### src/rtl/csum_pkg.sv
`default_nettype none
// ============================================================================
// Module   : csum_pkg
// Brief    : Shared types and end-around-carry helpers for the checksum stream.
// Revision : 1.0
// ============================================================================
package csum_pkg;

    typedef logic [15:0] csum_t;

    typedef struct packed {
        logic  valid;
        logic  first;
        logic  last;
        logic  phase;
        csum_t seed;
    } side_t;

    function automatic csum_t ocadd16(input csum_t a, input csum_t b);
        logic [16:0] s;
        s = {1'b0, a} + {1'b0, b};
        return s[15:0] + {15'd0, s[16]};
    endfunction

    function automatic csum_t bswap16(input csum_t a);
        return {a[7:0], a[15:8]};
    endfunction

    function automatic int csum_latency(input int bytes);
        int t;
        t = 0;
        while ((1 << t) < (bytes / 2)) t++;
        return t + 2;
    endfunction

endpackage
`default_nettype wire

### src/rtl/csum_stream_if.sv
`default_nettype none
// ============================================================================
// Module   : csum_stream_if
// Brief    : Beat stream in, checksum result out, for csum_stream.
// Revision : 1.0
// ============================================================================
interface csum_stream_if #(
    parameter int BYTES = 20
);
    localparam int NBW = $clog2(BYTES) + 1;

    logic [7:0]     data_i [BYTES];
    logic [NBW-1:0] nbytes_i;
    logic           valid_i;
    logic           last_i;
    logic [15:0]    seed_i;
    logic [15:0]    csum_o;
    logic           csum_valid_o;

    modport master (
        output data_i, nbytes_i, valid_i, last_i, seed_i,
        input  csum_o, csum_valid_o
    );

    modport slave (
        input  data_i, nbytes_i, valid_i, last_i, seed_i,
        output csum_o, csum_valid_o
    );

endinterface
`default_nettype wire

### src/rtl/csum_tree.sv
`default_nettype none
// ============================================================================
// Module   : csum_tree
// Brief    : Pipelined end-around-carry adder tree, one register per level,
//            with the packet sideband delayed alongside the data.
// Revision : 1.0
// ============================================================================
module csum_tree
    import csum_pkg::*;
#(
    parameter int WORDS = 10
) (
    input  wire logic  clk,
    input  wire logic  rst_n,
    input  wire csum_t words [WORDS],
    input  wire side_t side_in,
    output csum_t      sum,
    output side_t      side_out
);
    localparam int DEPTH  = $clog2(WORDS);
    localparam int LEAVES = 1 << DEPTH;

    generate
        if (DEPTH == 0) begin : g_pass
            assign sum      = words[0];
            assign side_out = side_in;
        end else begin : g_tree
            csum_t leaf  [LEAVES];
            csum_t r_lvl [DEPTH][LEAVES/2];
            side_t r_sb  [DEPTH];

            // Pad to a power of two with zeros, which are neutral for the sum.
            always_comb begin
                for (int j = 0; j < LEAVES; j++) leaf[j] = '0;
                for (int j = 0; j < WORDS; j++)  leaf[j] = words[j];
            end

            always_ff @(posedge clk or negedge rst_n) begin
                if (!rst_n) begin
                    for (int k = 0; k < DEPTH; k++) begin
                        r_sb[k] <= '0;
                        for (int j = 0; j < LEAVES/2; j++) r_lvl[k][j] <= '0;
                    end
                end else begin
                    for (int j = 0; j < LEAVES/2; j++)
                        r_lvl[0][j] <= ocadd16(leaf[2*j], leaf[2*j+1]);
                    for (int k = 1; k < DEPTH; k++)
                        for (int j = 0; j < (LEAVES >> (k+1)); j++)
                            r_lvl[k][j] <= ocadd16(r_lvl[k-1][2*j], r_lvl[k-1][2*j+1]);
                    r_sb[0] <= side_in;
                    for (int k = 1; k < DEPTH; k++) r_sb[k] <= r_sb[k-1];
                end
            end

            assign sum      = r_lvl[DEPTH-1][0];
            assign side_out = r_sb[DEPTH-1];
        end
    endgenerate

endmodule
`default_nettype wire

### src/rtl/csum_stream.sv
`default_nettype none
// ============================================================================
// Module   : csum_stream
// Brief    : Streaming 16-bit ones-complement checksum, BYTES lanes per beat.
//            Define CSUM_ZERO_SUBST_EN to emit 16'hFFFF in place of 16'h0000.
// Revision : 1.0
// ============================================================================
module csum_stream
    import csum_pkg::*;
#(
    parameter int BYTES = 20
) (
    input  wire logic    CLK_i,
    input  wire logic    reset_n_i,
    csum_stream_if.slave bus
);
    localparam int WORDS = BYTES / 2;
    localparam int NBW   = $clog2(BYTES) + 1;

    logic [7:0] w_lane  [BYTES];
    csum_t      w_words [WORDS];
    csum_t      r_words [WORDS];
    side_t      r_side;
    logic       r_phase;
    logic       r_in_pkt;
    logic       w_first;
    logic       w_phase_in;

    csum_t      w_sum;
    side_t      w_side;
    csum_t      w_beat;
    csum_t      r_acc;
    logic       r_acc_done;
    csum_t      w_csum;

    assign w_first    = !r_in_pkt;
    assign w_phase_in = w_first ? 1'b0 : r_phase;

    always_comb begin
        for (int i = 0; i < BYTES; i++)
            w_lane[i] = (NBW'(i) < bus.nbytes_i) ? bus.data_i[i] : 8'h00;
        for (int j = 0; j < WORDS; j++)
            w_words[j] = {w_lane[2*j], w_lane[2*j+1]};
    end

    always_ff @(posedge CLK_i or negedge reset_n_i) begin
        if (!reset_n_i) begin
            for (int j = 0; j < WORDS; j++) r_words[j] <= '0;
            r_side   <= '0;
            r_phase  <= 1'b0;
            r_in_pkt <= 1'b0;
        end else begin
            r_side.valid <= bus.valid_i;
            if (bus.valid_i) begin
                r_words      <= w_words;
                r_side.first <= w_first;
                r_side.last  <= bus.last_i;
                r_side.phase <= w_phase_in;
                r_side.seed  <= bus.seed_i;
                r_phase      <= w_phase_in ^ bus.nbytes_i[0];
                r_in_pkt     <= !bus.last_i;
            end
        end
    end

    csum_tree #(
        .WORDS (WORDS)
    ) u_tree (
        .clk      (CLK_i),
        .rst_n    (reset_n_i),
        .words    (r_words),
        .side_in  (r_side),
        .sum      (w_sum),
        .side_out (w_side)
    );

    // A beat starting at an odd byte offset lands in the opposite byte lanes.
    assign w_beat = w_side.phase ? bswap16(w_sum) : w_sum;

    always_ff @(posedge CLK_i or negedge reset_n_i) begin
        if (!reset_n_i) begin
            r_acc      <= '0;
            r_acc_done <= 1'b0;
        end else begin
            r_acc_done <= w_side.valid & w_side.last;
            if (w_side.valid)
                r_acc <= ocadd16(w_side.first ? w_side.seed : r_acc, w_beat);
        end
    end

`ifdef CSUM_ZERO_SUBST_EN
    assign w_csum = (r_acc == 16'hFFFF) ? 16'hFFFF : ~r_acc;
`else
    assign w_csum = ~r_acc;
`endif

    always_ff @(posedge CLK_i or negedge reset_n_i) begin
        if (!reset_n_i) begin
            bus.csum_o       <= '0;
            bus.csum_valid_o <= 1'b0;
        end else begin
            bus.csum_valid_o <= r_acc_done;
            if (r_acc_done) bus.csum_o <= w_csum;
        end
    end

endmodule
`default_nettype wire

### src/flat_wrapper.sv
// flat-port wrapper written by rule: the top's interface ports become plain ports
module csum_stream_flat import csum_pkg::*;
#(
    parameter int BYTES = 20
)
  (CLK_i, reset_n_i, bus_data_i, bus_nbytes_i, bus_valid_i, bus_last_i, bus_seed_i, bus_csum_o, bus_csum_valid_o);
  csum_stream_if #(.BYTES(BYTES)) bus_i ();
  input  wire logic CLK_i;
  input  wire logic reset_n_i;
  input wire logic [$bits(bus_i.data_i)-1:0] bus_data_i;
  input wire logic [$bits(bus_i.nbytes_i)-1:0] bus_nbytes_i;
  input wire logic [$bits(bus_i.valid_i)-1:0] bus_valid_i;
  input wire logic [$bits(bus_i.last_i)-1:0] bus_last_i;
  input wire logic [$bits(bus_i.seed_i)-1:0] bus_seed_i;
  output wire logic [$bits(bus_i.csum_o)-1:0] bus_csum_o;
  output wire logic [$bits(bus_i.csum_valid_o)-1:0] bus_csum_valid_o;
  assign bus_i.data_i = {>>{bus_data_i}};
  assign bus_i.nbytes_i = bus_nbytes_i;
  assign bus_i.valid_i = bus_valid_i;
  assign bus_i.last_i = bus_last_i;
  assign bus_i.seed_i = bus_seed_i;
  assign bus_csum_o = bus_i.csum_o;
  assign bus_csum_valid_o = bus_i.csum_valid_o;
  csum_stream #(.BYTES(BYTES)) u_core (.CLK_i(CLK_i), .reset_n_i(reset_n_i), .bus(bus_i));
endmodule
### config.mk
export PLATFORM = sky130hd
export DESIGN_NAME = csum_stream_flat
export DESIGN_NICKNAME = d
export VERILOG_FILES = /design/src/rtl/csum_pkg.sv /design/src/rtl/csum_stream_if.sv /design/src/rtl/csum_tree.sv /design/src/rtl/csum_stream.sv /design/src/flat_wrapper.sv
export SDC_FILE = /design/constraint.sdc
export NUM_CORES = 1
export LEC_CHECK = 0
export CAP_MARGIN = 5
export CORE_UTILIZATION = 25
export DETAILED_ROUTE_END_ITERATION = 8
export DONT_BUFFER_PORTS = 1
export GPL_ROUTABILITY_DRIVEN = 0
export PLACE_DENSITY_LB_ADDON = 0.05
export SLEW_MARGIN = 0
export SYNTH_ARGS = -nofsm -noshare
export SYNTH_HDL_FRONTEND = slang
export SYNTH_SLANG_ARGS = --single-unit
export TNS_END_PERCENT = 30
### constraint.sdc
create_clock -name CLK_i -period 13.6 [get_ports CLK_i]
set_input_delay 2.04 -clock CLK_i [delete_from_list [all_inputs] [get_ports CLK_i]]
set_output_delay 2.04 -clock CLK_i [all_outputs]
set_load 0.01 [all_outputs]
---- Word level (Yosys, flattened, before mapping) ----
Cells that the tools add are included.
word-level totals
  output and inout port bits .............. 17
  logic and storage cells ................. 120
  input bits .............................. 186
  bits in registers ....................... 472
cells by class
  $lt $le $gt $ge ......................... 20
  add/sub/neg operators ................... 20
  bitwise logic cells ..................... 3
  mux-type cells .......................... 23
  reduce and logical (&&, ||, !) cells .... 2
operators with widths
  kind                  number
  $add A16 B16 Y17      10
  $add A16 B1 Y16       10
  $mux W8               20
  $lt A4 B6 Y1 const A  8
  $mux W16              2
  $lt A3 B6 Y1 const A  4
  $lt A5 B6 Y1 const A  4
  $not A16 Y16          1
  $lt A1 B6 Y1 const A  2
  $lt A2 B6 Y1 const A  2
  $logic_not A1 Y1      2
  $and A1 B1 Y1         1
  $mux W1               1
  $xor A1 B1 Y1         1

---- Longest topological paths before layout ----
Gate-level depths: netlist of the first run.
  depth in word-level cells ............... 3
  depth in mapped cells ................... 20
  gate-level depth less buffers ........... 19

---- Hierarchy ----
Synthesis of the first run repeated with hierarchy kept, for this count alone.
unflattened totals
  cells, all modules ...................... 2558
  area, all modules ....................... 25493.2 um2
by module, submodules not included
  module       area each (um2)  seq. area each (um2)  cells an instance  instances
  csum_tree    15509.9          6406.1                1508               1
  csum_stream  9983.3           5405.2                1050               1

---- Worst setup path before layout of the first run ----
No wires, ideal clock.
  path type ............................... reg-to-reg
  start ................................... register u_core.u_tree.g_tree.r_sb, in the netlist u_core.u_tree.side_out[18]
  end ..................................... register u_core.r_acc[15]
  setup time .............................. 0.125 ns
  path slack .............................. 9.261 ns
  period minus slack after synthesis ...... 4.339 ns
  stages on the path, launching flop included .. 20
  data required time ...................... 13.475 ns
  path buffers ............................ 1
  data arrival time ....................... 4.214 ns
  path through ............................ dfrtp_1 clkbuf_1 mux2_2 ha_1 fa_1 a211oi_1 nor2_1 o21ai_0 o21a_1 o21ai_0 a21oi_1 o21bai_1 a21o_1 ha_1 and3_1 and4_1 nand4_1 nor3_1 xnor2_1 mux2_2
between the ends
  cells in the longest elaborated chain, start to end .. 3
RTL lines
  what                  RTL line           RTL
  start, declared       csum_tree.sv:30    side_t r_sb [DEPTH];
  $mux W16              csum_stream.sv:87  r_acc <= ocadd16(w_side.first ? w_side.seed : r_acc, w_beat);
  $add A16 B16 Y17      csum_pkg.sv:21     s = {1'b0, a} + {1'b0, b};
  $add A16 B1 Y16       csum_pkg.sv:22     return s[15:0] + {15'd0, s[16]};
  end signal, assigned  csum_stream.sv:87
  end, declared         csum_stream.sv:32  csum_t r_acc;
No other way between the ends.
A chain may end at the register's enable or synchronous reset.

---- Final worst setup path of the first run ----
Same ends and word-level chain as after synthesis.

==> results by group, run 1 <==
Timing
  • Tightest Pin Transition: 1.01 ns
  • Count of final setup violators: 0
  • Slew Viols, Final: 0
  • Worst setup margin: 8.34 ns
  • Final Critical Period: about 5.3 ns
  • Tcrit/Tclk final: 38.7%
  • TNS Setup: 0 ns
  • RSZ-0062 raised after global routing: false
  • Final hold viol count: 0
  • Setup Skew: between 0.02 and 0.025 ns
  • Rel. slew slack: 32.4%
  • Peak Freq: 190 MHz

Power and ir drop
  • Sequential Power Share: 30.2%
  • Comb power frac: 44.8%
  • Net Sw Frac: approximately two fifths
  • Clock power share: roughly 25%
  • PwrDens: 229 nW/µm²
  • Peak supply drop: 0.118 mV
  • Tot Pwr: 6.63 mW
  • P_leak: 12.8 nW
  • Switching power: about 2.6 mW
  • Cell-internal power: 4.05 mW

Synthesis
  • Synth Area in Compound Gates: 13.7%
  • Avg Inst Size Synth: 9.93 µm²
  • Ranking of synthesized cells by area: dfrtp_1, ha_1, xnor2_1, o21ai_0, nand2_1
  • Yosys top cell by area: dfrtp_1
  • FF+latch count, synth: 472
  • EDFF count, synth: 0
  • Synth cell types: 81
  • Xor/xnor cell area share of the yosys netlist: under 10%
  • FFs w/ async S/R, synth: 100%
  • Adder-Cell Fraction of Synth Area: 9.67%
  • Simple-gate portion of the synthesized area: 13.9%
  • Yosys top cell area share: 46.6%
  • Post-synth top cells: dfrtp_1, nand2_1, inv_1, o21ai_0, ha_1
  • Mapped cell area: 25400 µm²
  • Most instantiated library cell after synthesis: dfrtp_1
  • Mapped Nets: between 2000 and 3000
  • Sequential element share of the synthesized area: 46.6%
  • Synth Flop Type: dfrtp_1
  • Syn Inst Count: 2553
  • Post-synthesis mux area share: 3.19%
  • Syn. warnings: 0
  • Largest family of logic cells by synthesized area: simple AND/OR/NAND/NOR gates

Place
  • Pre-CTS setup slack: 8.37 ns
  • PortBufs: 0
  • Hpwl dp: 50.2 mm
  • Cell area after placement: 26900 µm²

Clock network
  • Post-CTS resize count: 0
  • Clock transition at path regs: 0.06 ns
  • Sinks on Clock Net: 472
  • CTS tree: yes
  • H-tree depth: 2
  • Clock Latency Late Sink: 0.67 ns
  • Num CTS Buffers: 61
  • Hold buffer count at cts: 0
  • Longest Clk Path Bufs: 3
  • Root Driver: clkbuf_16
  • Post-CTS setup buffer count: 0

Floorplan
  • Die Area: slightly above 100000 µm²
  • Starting Density: 25.3%
  • Num rows: 116
  • DIE WIDTH: 320 µm
  • Floorplan die height: 320 µm
  • Core Box Area: 100000 µm²
  • Number of I/O pins: 203

Drt
  • DRT iter0 DRCs: 823
  • Routed vias: 17700
  • DR vias/cell: 4.47
  • Post-route ant nets: 0
  • Routed WL: 67.4 mm
  • First-pass iteration count of the detailed router: 4
  • Drt drc: 0
  • Avg WL per Cell: 17.0 µm

Final layout
  • Final design utilization: 28.9%
  • Layout cells sized above 1: 7.31%
  • Area added between synthesis and finish: 14.2%
  • Fin area: 29000 µm²
  • Nets: just under 3000

Worst setup path
  • Critical Path Fanout Max: 16
  • CP Data Required Time: 14.14 ns
  • CP Class: flip-flop to flip-flop
  • Crit end category: flip-flop
  • Setup crit start kind: flip-flop
  • Arr. time, crit path: 5.80 ns
  • Reg2reg path depth: 18

Global route
  • Grt total ovfl: 0
  • Initial antenna violation count: 5
  • Global-route wire length before repair: 107 mm
  • Gr usage total: 13.2%
  • Vias in the first global route: 18600
  • Largest net degree at the start of global routing: 473

Job
  • Total of max-cap violations: 0

Worst hold path
  • Hold Crit Class: flip-flop to flip-flop
  • WHS Path Cells: 0

Outcome
  • Status: complete, no violations
per-layer routing:
layer,vias up,GRT usage [%],wire [µm]
met2,263,22.2,32100
met4,0,3.88,1830
met3,95,2.89,2890
li1,8843,-,-
met5,-,0,0
met1,8544,16.9,30500
state kept, by name, indices dropped and copies added (netlist names):
name,flops
u_core.u_tree.g_tree.r_sb,60
u_core.u_tree.side_out,20
u_core.bus.csum_o,16
u_core.bus.csum_valid_o,1
u_core.u_tree.g_tree.r_lvl,160
u_core.r_phase,1
u_core.r_words,160
u_core.r_acc,16
u_core.r_in_pkt,1
u_core.r_side,20
u_core.r_acc_done,1
u_core.u_tree.sum,16
final timing paths:
| check | start | endpoint | slack [ns] |
|---|---|---|---|
| worst max-delay path | u_core.u_tree.side_out[18] | u_core.r_acc[15] | 8.34 |
| worst min-delay path | u_core.u_tree.g_tree.r_lvl[435] | u_core.u_tree.g_tree.r_lvl[339] | 0.34 |
| worst max register to register | u_core.u_tree.side_out[18] | u_core.r_acc[15] | 8.34 |
| worst min register to register | u_core.u_tree.g_tree.r_lvl[435] | u_core.u_tree.g_tree.r_lvl[339] | 0.34 |
| max in group asynchronous | reset_n_i | u_core.r_words[115] | 11.78 |
| min in group asynchronous | reset_n_i | u_core.u_tree.g_tree.r_sb[44] | 1.07 |
stage by stage:
| step | hold WS [ns] | instances |
|---|---|---|
| 6_report | 0.337 | 3972 |
| 3_5_place_dp | 0.335 | 3858 |
| 5_1_grt | 0.332 | 3972 |
| 2_1_floorplan | 0.331 | 2553 |
| 3_3_place_gp | 0.332 | 3858 |
| 4_1_cts | 0.325 | 3970 |
power groups by stage:
stage | registers [mW] | clock network [mW] | logic (mW)
CTS | 2.02 | 1.74 | 3.02
floorplan | 1.91 | 0 | 2.38
global placement | 2.04 | 0 | 2.99
global route | 2.04 | 1.79 | 3.36
detailed placement | 2.05 | 0 | 3.00
finish | 2.00 | 1.66 | 2.97
worst max-delay path, stage by stage (launching register included):
cell	delay (ns)
dfrtp_1	0.80
mux2_2	0.41
ha_1	0.22
fa_1	0.41
a211oi_1	0.50
nor2_1	0.18
o21ai_0	0.48
o21a_1	0.30
o21ai_0	0.10
a21oi_1	0.14
o21bai_1	0.08
a21o_1	0.21
ha_1	0.21
and3_1	0.22
and4_1	0.26
nand4_1	0.14
nor3_1	0.08
xnor2_1	0.14
mux2_2	0.26
final cells by class:
type / instances / area, µm²
sequential: 472 / 11800
inverter: 240 / 901
antenna: 2 / 5.00
multi-input combinational: 1785 / 12400
clock inverter: 26 / 328
tap: 1357 / 1700
clock buffer: 86 / 1750
timing repair buffer: 4 / 30.0
fill: 10500 / 71300
placed cells by master (no fill, tap or decap), drive strengths merged, types with 12 or more instances in the layout:
cell,n
dfrtp,472
nand2,269
inv,244
o21ai,230
ha,180
xnor2,159
nor2,118
a21oi,106
clkbuf,86
xor2,84
mux2,55
nor3,53
nand3,48
a21o,38
nand4,32
nor2b,29
o21a,28
and3,27
and2,25
nand2b,25
o22ai,22
o211ai,19
mux2i,19
a211oi,17
a21boi,14
o21bai,13
nand3b,12
clkinv,12
logic make-up after synthesis:
| kind of cell | after synthesis |
|---|---|
| and+or+nand+nor | 712 |
| AOI/OAI and AO/OA | 564 |
| DFF | 472 |
| buffers and inverters | 296 |
| xor gates and xnor gates | 245 |
| adders and majority gates | 190 |
| muxes | 74 |
Power figures use the tool's default switching activity.
==> run 2: changes to the inputs <==
- clock period: 13.6 -> 4.9 ns (I/O delays scaled with it)
==> run 2 against run 1 <==
Compared with the run above:
- the flow now finishes with violations (hold timing)
- worst setup slack lost 8.0 ns
- final cell count grew 0.13%
- largest power group unchanged
- highest routed layer is now met5
- die area is the same
- core utilization grew 0.091 points
- critical path type unchanged
- hold slack lost 0.54 ns
==> results by group, run 2 (synthesized netlist as in run 1, its figures left out) <==
Drt
  • Avg WL per Cell: 16.9 µm (-0.20%)
  • First-pass iteration count of the detailed router: 5 (+1)
  • Post-route ant nets: 0 (unchanged)
  • DR vias/cell: 4.45 (-0.33%)
  • Routed WL: 67.3 mm (about the same)
  • DRT iter0 DRCs: 734 (-11%)
  • Drt drc: 0 (unchanged)
  • Routed vias: 17700 (-0.20%)

Timing
  • Count of final setup violators: 0 (unchanged)
  • Final hold viol count: 323 (+323)
  • TNS Setup: 0 ns (unchanged)
  • Setup Skew: 0.0222 ns (-0.000182 ns)
  • Final Critical Period: 4.58 ns (-0.679 ns)
  • Tcrit/Tclk final: 93.6% (+55 points)
  • RSZ-0062 raised after global routing: false
  • Peak Freq: 218 MHz (+15%)
  • Slew Viols, Final: 0 (unchanged)
  • Min Hold Slack: -0.207 ns (-0.545 ns)
  • Tightest Pin Transition: 1.37 ns (+0.361 ns)
  • Rel. slew slack: 8.46% (-24 points)

Outcome
  • Status: complete, but fails checks
  • Violated checks: hold timing

Power and ir drop
  • Clock power share: 25.2% (+0.2 points)
  • Switching power: 7.19 mW (+180%)
  • PwrDens: 640 nW/µm² (+180%)
  • Sequential Power Share: 29.8% (-0.4 points)
  • Comb power frac: 45.0% (+0.2 points)
  • Peak supply drop: 0.260 mV (+120%)
  • Net Sw Frac: 38.7% (-0.24 points)
  • Cell-internal power: 11.4 mW (+180%)
  • P_leak: 12.8 nW (+0.39%)

Global route
  • Global-route wire length before repair: 107 mm (+0.76%)
  • Largest net degree at the start of global routing: 473 (unchanged)
  • Vias in the first global route: 18700 (+0.61%)
  • Gr usage total: 13.3% (+0.13 points)
  • Grt total ovfl: 0 (unchanged)
  • Initial antenna violation count: 6 (+1)

Worst setup path
  • CP max stage cell: dfrtp_1
  • Largest stage delay on the critical path: 0.45 ns (-0.35 ns)
  • CP Class: flip-flop to flip-flop
  • Cells along the critical path: mux2_2, ha_1, fa_1, a211oi_1, nor2_1, o21ai_0, o21a_1, o21ai_0, a21oi_1, o21bai_1, a21o_1, ha_1, and3_1, and4_1, nand4_1, nor3_1, xnor2_1, mux2_2
  • Worst r2r src: u_core.u_tree.side_out[16]
  • R2R Setup Slk: 0.32 ns (-8.02 ns)
  • R2r endpoint: u_core.r_acc[15]
  • CP Data Required Time: 5.42 ns (-8.72 ns)
  • Reg2reg path depth: 18 (unchanged)
  • Critical Path Fanout Max: 6 (-10)
  • Crit end category: flip-flop
  • Arr. time, crit path: 5.11 ns (-0.69 ns)
  • Setup crit start kind: flip-flop

Worst hold path
  • Hold Crit Class: primary input to asynchronous set/reset pin

Place
  • PortBufs: 0 (unchanged)
  • Hpwl dp: 50.5 mm (+0.51%)

Clock network
  • Root Driver: clkbuf_16
  • CTS tree: yes
  • Clock transition at path regs: 0.06 ns (about the same)
  • H-tree depth: 2 (unchanged)
  • Longest Clk Path Bufs: 3 (unchanged)
  • Sinks on Clock Net: 472 (unchanged)
  • Post-CTS setup buffer count: 0 (unchanged)
  • Clock Latency Late Sink: 0.65 ns (-0.02 ns)
  • Num CTS Buffers: 60 (-1.6%)

Floorplan
  • Num rows: 116 (unchanged)
  • Starting Density: 25.3% (unchanged)
  • DIE WIDTH: 320 µm (unchanged)
  • Number of I/O pins: 203 (unchanged)
  • Die Area: 103000 µm² (unchanged)
  • Floorplan die height: 320 µm (unchanged)
  • Core Box Area: 100000 µm² (unchanged)

Final layout
  • Nets: 2944 (+0.14%)
  • Final design utilization: 29.0% (+0.091 points)
  • Most common cell after layout, fill and taps aside: dfrtp_1
  • Biggest registers after layout: u_core.r_words (160), u_core.u_tree.g_tree.r_lvl (160), u_core.u_tree.g_tree.r_sb (60)
  • Layout cells sized above 1: 7.60% (+0.29 points)
  • Area added between synthesis and finish: 14.6%
  • Commonest cells after routing, fill and taps aside: dfrtp_1, nand2_1, inv_1

Job
  • Total of max-cap violations: 0 (unchanged)
## run 2: cell count changes in the layout (fill, tap and decap cells not counted), sizes merged
cell / before / now
inv: 244 / 240
clkinv: 12 / 16
clkinvlp: 5 / 4
bufinv: 5 / 7
buf: 4 / 9
diode: 2 / 1
## run 2: critical path, delay by kind of cell, from the launching register on
family / cells / cell delay [ns]
muxes: 2 / 0.62
xor gates and xnor gates: 1 / 0.14
DFF: 1 / 0.45
AOI/OAI and AO/OA: 7 / 1.59
adders and majority gates: 3 / 0.83
and+or+nand+nor: 5 / 0.84
## run 2: layout make-up
class | count | area (µm²)
Sequential cell | 472 | 11800
Fill cell | 10500 | 71200
Antenna cell | 1 | 2.50
Tap cell | 1357 | 1700
Inverter | 240 | 901
Multi-Input combinational cell | 1785 | 12400
Clock buffer | 86 | 1770
Timing Repair Buffer | 9 | 67.6
Clock inverter | 27 | 358
## run 2: power by group through the flow
| stage | Combinational [mW] | Sequential, mW | Clock (mW) |
|---|---|---|---|
| 5_1_grt | 9.46 | 5.67 | 5.05 |
| 2_1_floorplan | 6.62 | 5.30 | 0 |
| 4_1_cts | 8.51 | 5.59 | 4.90 |
| 3_5_place_dp | 8.45 | 5.66 | 0 |
| 6_report | 8.38 | 5.54 | 4.68 |
| 3_3_place_gp | 8.44 | 5.66 | 0 |
## run 2: worst max path at each step
stage,startpoint,endpoint,slack (ns),cells past startpoint
5_1_grt,u_core.u_tree.side_out[16],u_core.r_acc[15],0.04,18
3_3_place_gp,u_core.u_tree.side_out[16],u_core.r_acc[15],0.37,18
2_1_floorplan,u_core.u_tree.side_out[18],u_core.r_acc[15],0.56,19
6_report,u_core.u_tree.side_out[16],u_core.r_acc[15],0.32,18
3_5_place_dp,u_core.u_tree.side_out[16],u_core.r_acc[15],0.33,18
4_1_cts,u_core.u_tree.side_out[16],u_core.r_acc[15],0.29,18
## run 2: repair_timing
action,CTS,global route
gates resized for setup,0,1
endpoints found under the hold margin,472,472
setup endpoints to repair,0,1
## run 2: stage by stage
step / cells / cell area [µm²] / hold WS (ns) / power, mW / setup WS (ns)
after floorplan: 2553 / 25400 / 0.331 / 11.9 / 0.561
after global placement: 3863 / 26900 / 0.332 / 14.1 / 0.365
after detailed placement: 3863 / 26900 / 0.335 / 14.1 / 0.328
after CTS: 3976 / 29000 / -0.252 / 19.0 / 0.287
after global routing: 3976 / 29100 / -0.259 / 20.2 / 0.0393
final: 3977 / 29100 / -0.207 / 18.6 / 0.315
## run 2: per-layer routing
| metal | vias up | GRT usage, % | part of all wire [%] |
|---|---|---|---|
| met3 | 106 | 2.57 | 4.2 |
| met2 | 265 | 22.4 | 48 |
| met4 | 2 | 4.67 | 3.0 |
| met5 | - | 0 | 0.013 |
| met1 | 8480 | 17.0 | 45 |
| li1 | 8856 | - | - |
